### src/rtl/alu_op_sequencer.sv
// Instruction sequencer for the 16-bit ALU: snapshots register-file operands, holds the ALU
// inputs for EXEC_CYCLES cycles, then writes the result and flags back.
module alu_op_sequencer #(
    parameter int unsigned EXEC_CYCLES = 1,
    parameter logic [15:0] REG_INIT    = 16'h0000
) (
    input  logic        clk,
    input  logic        rst_n,
    input  logic        in_valid,
    output logic        in_ready,
    input  logic        in_ld,
    input  logic [2:0]  in_opc,
    input  logic        in_cin,
    input  logic [1:0]  in_dst,
    input  logic [1:0]  in_srca,
    input  logic [1:0]  in_srcb,
    input  logic [15:0] in_imm,
    output logic [15:0] alu_a,
    output logic [15:0] alu_b,
    output logic        alu_c,
    output logic [2:0]  alu_opc,
    input  logic [15:0] alu_w,
    input  logic        alu_zer,
    input  logic        alu_neg,
    output logic        done,
    output logic        err,
    output logic        flag_z,
    output logic        flag_n,
    input  logic [1:0]  rd_addr,
    output logic [15:0] rd_data
);

    typedef enum logic [1:0] {StIdle, StExec, StWb} state_e;

    localparam logic [3:0] CntLoad = 4'(EXEC_CYCLES - 1);
    localparam logic [2:0] OpcIllegal = 3'b111;

    state_e      state_q;
    logic [15:0] regs_q [4];
    logic [15:0] alu_a_q, alu_b_q;
    logic        alu_c_q;
    logic [2:0]  alu_opc_q;
    logic [1:0]  dst_q;
    logic [3:0]  cnt_q;
    logic        done_q, err_q, flag_z_q, flag_n_q;
    logic        accept;

    // in_ready decodes registered state only, so in_valid never reaches it combinationally.
    assign in_ready = (state_q == StIdle);
    assign accept   = in_valid && in_ready;

    always_ff @(posedge clk or negedge rst_n) begin
        if (!rst_n) begin
            state_q   <= StIdle;
            for (int i = 0; i < 4; i++) regs_q[i] <= REG_INIT;
            alu_a_q   <= 16'h0000;
            alu_b_q   <= 16'h0000;
            alu_c_q   <= 1'b0;
            alu_opc_q <= 3'b000;
            dst_q     <= 2'd0;
            cnt_q     <= 4'd0;
            done_q    <= 1'b0;
            err_q     <= 1'b0;
            flag_z_q  <= 1'b0;
            flag_n_q  <= 1'b0;
        end else begin
            done_q <= 1'b0;
            err_q  <= 1'b0;
            case (state_q)
                StIdle: begin
                    if (accept) begin
                        if (in_ld) begin
                            regs_q[in_dst] <= in_imm;
                            done_q         <= 1'b1;
                        end else if (in_opc == OpcIllegal) begin
                            err_q <= 1'b1;
                        end else begin
                            alu_a_q   <= regs_q[in_srca];
                            alu_b_q   <= regs_q[in_srcb];
                            alu_c_q   <= in_cin;
                            alu_opc_q <= in_opc;
                            dst_q     <= in_dst;
                            cnt_q     <= CntLoad;
                            state_q   <= StExec;
                        end
                    end
                end
                StExec: begin
                    if (cnt_q == 4'd0) state_q <= StWb;
                    else               cnt_q   <= cnt_q - 4'd1;
                end
                StWb: begin
                    regs_q[dst_q] <= alu_w;
                    flag_z_q      <= alu_zer;
                    flag_n_q      <= alu_neg;
                    done_q        <= 1'b1;
                    state_q       <= StIdle;
                end
                default: state_q <= StIdle;
            endcase
        end
    end

    assign alu_a   = alu_a_q;
    assign alu_b   = alu_b_q;
    assign alu_c   = alu_c_q;
    assign alu_opc = alu_opc_q;
    assign done    = done_q;
    assign err     = err_q;
    assign flag_z  = flag_z_q;
    assign flag_n  = flag_n_q;
    assign rd_data = regs_q[rd_addr];

endmodule

### config.mk
export PLATFORM = sky130hd
export DESIGN_NAME = alu_op_sequencer
export DESIGN_NICKNAME = d
export VERILOG_FILES = /design/src/rtl/alu_op_sequencer.sv
export SDC_FILE = /design/constraint.sdc
export NUM_CORES = 1
export LEC_CHECK = 0
export CORE_MARGIN = 2
export CORE_UTILIZATION = 28
export CTS_BUF_LIST = sky130_fd_sc_hd__clkbuf_4
export DETAILED_ROUTE_END_ITERATION = 10
export REMOVE_ABC_BUFFERS = 1
export SLEW_MARGIN = 20
export SYNTH_ARGS = -nofsm -noshare
export SYNTH_HDL_FRONTEND = slang
export SYNTH_SLANG_ARGS = --single-unit
export TNS_END_PERCENT = 20
### constraint.sdc
create_clock -name clk -period 3.79 [get_ports clk]
set_clock_uncertainty 0.05 [all_clocks]
set_input_delay 0.758 -clock clk [delete_from_list [all_inputs] [get_ports clk]]
set_output_delay 0.758 -clock clk [all_outputs]
set_load 0.01 [all_outputs]
==> flow_summary.yaml, run 1 <==
outcome:
  outcome: "completed"
pwr:
  cellLeakagePower_nw: 3.22
  finalPower_mw: 4.46
  vdd_ir_drop_max_v: 0.000202
  powerDensity_mw_per_mm2: 565
logic_synthesis:
  ys_ff_latch: 112
  synthFlopType: "dfrtp_1"
  avgSynthCellArea_um2: 10.6
  synthArstFlopShare: 1.00
  synth_cell_types: 37
  yosysWarningCount: 0
  netlist_instances: 598
  netlist_area_mm2: 0.00633
  synth_edf_count: 0
  netlist.top_cell.by_area: "dfrtp_1"
  yosysSeqAreaShare: 0.443
  yosys-top-cells-area: "dfrtp_1, mux4_2, a221oi_1"
  synth_top_area_frac: 0.443
timing:
  rsz0062_at_grt: "no"
  relSlewSlack: 0.304
  hold_slack_ns: 0.235
  fmax_mhz: 299
  slew_violations: 0
  setup_viol: 0
  hold_viol: 0
  worst_pin_slew_ns: 1.04
  finalCriticalPeriod_ns: 3.34
  min_period_over_period: 0.882
  fin_ws_ns: 0.447
  finalSetupTns_ns: 0
worst_setup_path:
  path_max_fanout: 16
  cp_common_cell: "clkdlybuf4s50_1"
  crit_chain: "clkdlybuf4s50_1 > buf_12 > mux4_2 > clkdlybuf4s50_1"
  cp_slowest_cell: "mux4_2"
  worstSetupEndpointType: "output port"
  crit_type: "input port to output port"
  required_ns: 2.98
  arrival_ns: 2.53
  cp-start-kind: "input port"
  cp_top_family: "buffers and inverters"
  slowest_delay_ns: 0.56
  path_buf_inv: 3
global_route:
  grt_pass1_wl_um: 32700
  grt_max_degree: 58
  grt_pass1_vias: 5532
  grt_usage: 0.182
  grt-ovfl-total: 0
  antenna_found_initial: 0
clock_tree:
  clock_path_buffers: 2
  cts_tree: "built"
  htreeDepth: 3
  clk_latency_ns: 0.51
  clk_pin_slew_worst_paths_ns: 0.19
  hold_buffers: 0
  cts-root-buf: "clkbuf_4"
  cts_setup_buffers: 0
  cts_made_buffers: 9
  cts_resized: 0
  clock-sinks: 112
hold_path:
  hp-class: "input port to asynchronous set/reset pin"
place:
  placed_area_mm2: 0.00773
  gp_congestion: 0.839
  hpwl_um: 14200
  dp_slack_ns: 0.428
  io_buffers: 106
  dp_cells: 958
cells_and_area:
  layout_common_cells: "dfrtp_1, clkdlybuf4s50_1, nor2_1, inv_1, nand3_1"
  multi_input_area_mm2: 0.00303
  final-seq-area_mm2: 0.00280
  mostFrequentLayoutCell: "dfrtp_1"
  area_growth_pct: 24.7
  fin_area_mm2: 0.00790
  final_util: 0.352
  fin_cells: 974
  nNetsFinal: 736
  antenna-diode-count: 0
  drive_gt1_frac: 0.161
  nFillCells: 2247
detailed_routing:
  drc_errors: 0
  drt_wl_total_um: 21400
  drt_first_iter_violations: 453
  viasPerCell: 5.54
  first_pass_iters: 5
  wl_per_cell_um: 22.0
  detail-route-antenna-nets: 0
  vias: 5392
floorplanning:
  core_area_mm2: 0.0224
  die_x_um: 154
  die-area_mm2: 0.0238
  initial_core_util: 0.282
  rows: 55
  ios: 107
  die_y_um: 154
flow_run:
  cap_violations: 0
final timing paths:
kind | startpoint | cells after the start | slack, ns | endpoint
worst max-delay path | rd_addr[0] | 4 | 0.45 | rd_data[15]
worst min-delay path | rst_n | 1 | 0.23 | regs_q[51]
worst max register to register | state_q[1] | 3 | 1.22 | regs_q[62]
worst min register to register | alu_opc[2] | 1 | 0.47 | alu_opc[2]
max in group asynchronous | rst_n | 2 | 2.65 | regs_q[15]
min in group clk | alu_opc[2] | 1 | 0.47 | alu_opc[2]
kinds of logic after synthesis:
logic type               share of synthesized area
AO/OA/AOI/OAI                                0.169
adder cells (fa/ha/maj)                    0.00395
buffers and inverters                       0.0786
flip-flops                                   0.443
multiplexers                                 0.180
AND/OR/NAND/NOR                              0.127
Yosys cell counts, drive strengths merged, types with 2 or more instances:
master     n
nand2b     3
a21oi      2
mux4      48
buf       20
a221oi    64
mux2       5
nor2b      6
a21boi     4
nor2      70
nand4bb    2
inv       67
clkbuf    38
dfrtp    112
nand3     66
o22a       3
or4b       2
ha         2
o21ai     66
and2       6
cell type report:
| cell class | instances | share of cell area |
|---|---|---|
| clock buffer | 10 | 0.00951 |
| clock inverter | 6 | 0.0116 |
| inverter | 67 | 0.0318 |
| multi-input combinational | 361 | 0.384 |
| sequential | 112 | 0.355 |
| tap | 285 | 0.0452 |
| timing repair buffer | 133 | 0.163 |
power by group:
| part | switching (mW) | total, mW | internal, mW |
|---|---|---|---|
| registers | 0.260 | 1.87 | 1.61 |
| clock network | 0.436 | 0.714 | 0.278 |
| logic | 0.814 | 1.88 | 1.06 |
flip-flops by register name, indices dropped and copies added (netlist names):
signal,count
done,1
cnt_q,4
err,1
state_q,2
alu_opc,3
regs_q,64
flag_n,1
alu_c,1
dst_q,2
alu_a,16
alu_b,16
flag_z,1
layer usage:
layer,wire length (µm),GRT usage,part of all wire
met2,10400,0.298,0.48
met4,745,0.0758,0.035
met3,1710,0.0415,0.080
met1,8640,0.234,0.40
met5,0,0,0
worst reg2reg max path: cells and delay by family (launching register included):
family / cells / cell delay (ns)
compound gates: 2 / 1.01
simple gates: 1 / 0.78
flops: 1 / 0.57
Power figures use the tool's default switching activity.
==> run 2: changes to the inputs <==
CELL_PAD_IN_SITES_DETAIL_PLACEMENT = 1   (was not set)
CELL_PAD_IN_SITES_GLOBAL_PLACEMENT = 1   (was not set)
CORE_MARGIN = 4   (was 2)
PLACE_DENSITY_LB_ADDON = 0.1   (was not set)
==> run 2 against run 1 <==
Sequential power is essentially flat. Setup slack lost 0.017 ns. Cell count shrank 0.41%. Power shrank 2.0%. Fmax shrank 0.50%. Count of clock-buffer cells in the layout is the same. Design area shrank 0.30%. Worst hold slack gained 0.027 ns. Clock power shrank 20%. Global-route usage grew 1.4 points. Critical endpoint unchanged. Largest cell class unchanged.
==> flow_summary.yaml, run 2 (same netlist as run 1, synthesis figures left out) <==
place:
  gp_congestion: 0.818
  io_buffers: 106
  hpwl_um: 15700
detailed_routing:
  detail-route-antenna-nets: 0
  routedLengthMet1_um: 10400
  highest_layer: "met4"
  vias: 5466
  wl_met2_um: 12100
  drt_wl_total_um: 24200
  first_pass_iters: 5
  viasPerCell: 5.64
  met3WireLength_um: 1070
  drc_errors: 0
  drt_first_iter_violations: 389
  wl_per_cell_um: 25.0
clock_tree:
  clock_path_buffers: 2
  cts-root-buf: "clkbuf_4"
  clk_pin_slew_worst_paths_ns: 0.18
  cts_resized: 0
  cts_made_buffers: 9
  hold_buffers: 0
  cts_tree: "built"
  clock-sinks: 112
  clk_latency_ns: 0.49
  cts_setup_buffers: 0
  htreeDepth: 3
global_route:
  grt_max_degree: 58
  grt_usage: 0.196
  antenna_found_initial: 0
  grt_pass1_vias: 6065
  grt_pass1_wl_um: 36600
  grt-ovfl-total: 0
timing:
  hold_slack_ns: 0.262
  relSlewSlack: 0.388
  setup_viol: 0
  rsz0062_at_grt: "no"
  finalCriticalPeriod_ns: 3.36
  finalSetupTns_ns: 0
  slew_violations: 0
  hold_viol: 0
  worst_pin_slew_ns: 0.916
  fmax_mhz: 298
  min_period_over_period: 0.886
pwr:
  cellLeakagePower_nw: 3.21
  finalPower_mw: 4.37
  vdd_ir_drop_max_v: 0.000150
  powerDensity_mw_per_mm2: 555
cells_and_area:
  layout_common_cells: "dfrtp_1, clkdlybuf4s50_1, nor2_1, inv_1, nand3_1"
  drive_gt1_frac: 0.164
  multi_input_area_mm2: 0.00303
  nNetsFinal: 738
  mostFrequentLayoutCell: "dfrtp_1"
  antenna-diode-count: 0
  area_growth_pct: 24.3
  regMostFlops: "regs_q"
  final-seq-area_mm2: 0.00280
  largest_register_ffs: 64
  nFillCells: 2452
flow_run:
  cap_violations: 0
worst_setup_path:
  path_max_fanout: 16
  required_ns: 2.98
  worstSetupEndpointType: "output port"
  r2r.worst_path.cells: 5
  reg2reg_from: "state_q[0]"
  cp-start-kind: "input port"
  crit_type: "input port to output port"
  arrival_ns: 2.55
  startpoint: "rd_addr[0]"
floorplanning:
  die_x_um: 158
  ios: 107
  core_area_mm2: 0.0220
  rows: 54
  initial_core_util: 0.287
  die_y_um: 158
  die-area_mm2: 0.0251
outcome:
  outcome: "completed"
hold_path:
  hp-class: "input port to asynchronous set/reset pin"
==> run 2: routing by layer <==
metal  up-vias  GRT usage
met5         -          0
met4         0     0.0735
met2       191      0.336
li1       2377          -
met1      2851      0.255
met3        47     0.0250
==> run 2: final cells by class <==
class | instances | share of cell area
multi-input cells | 361 | 0.385
clock inverters | 5 | 0.00429
clock buffers | 10 | 0.00953
inverters | 67 | 0.0319
repair buffers | 135 | 0.168
flip-flops and latches | 112 | 0.356
well taps | 280 | 0.0445
==> run 2: path summary, 6_finish.rpt <==
path | slack, ns | end
worst max register to register | 1.29 | regs_q[30]
worst max-delay path | 0.43 | rd_data[15]
worst min register to register | 0.47 | alu_opc[2]
max in group asynchronous | 2.61 | regs_q[15]
worst min-delay path | 0.26 | alu_a[3]
min in group clk | 0.47 | alu_opc[2]
==> run 2: power breakdown <==
group | switching (mW) | internal, mW | total [mW]
registers | 0.266 | 1.61 | 1.88
clock network | 0.434 | 0.139 | 0.573
logic | 0.855 | 1.07 | 1.92
==> run 2: stage by stage <==
stage	area [µm²]	utilization	cells	setup WS, ns
floorplan	6090	-	540	1.25
global placement	7760	0.353	955	0.431
detailed placement	7760	0.353	955	0.428
CTS	7870	0.357	970	0.421
global route	7870	0.357	970	0.376
finish	7870	0.357	970	0.430
==> run 2: worst max-delay path, cell delays in order <==
cell and delay (ns):
clkdlybuf4s50_1 0.51, buf_12 0.21, mux4_2 0.56, clkdlybuf4s50_1 0.50
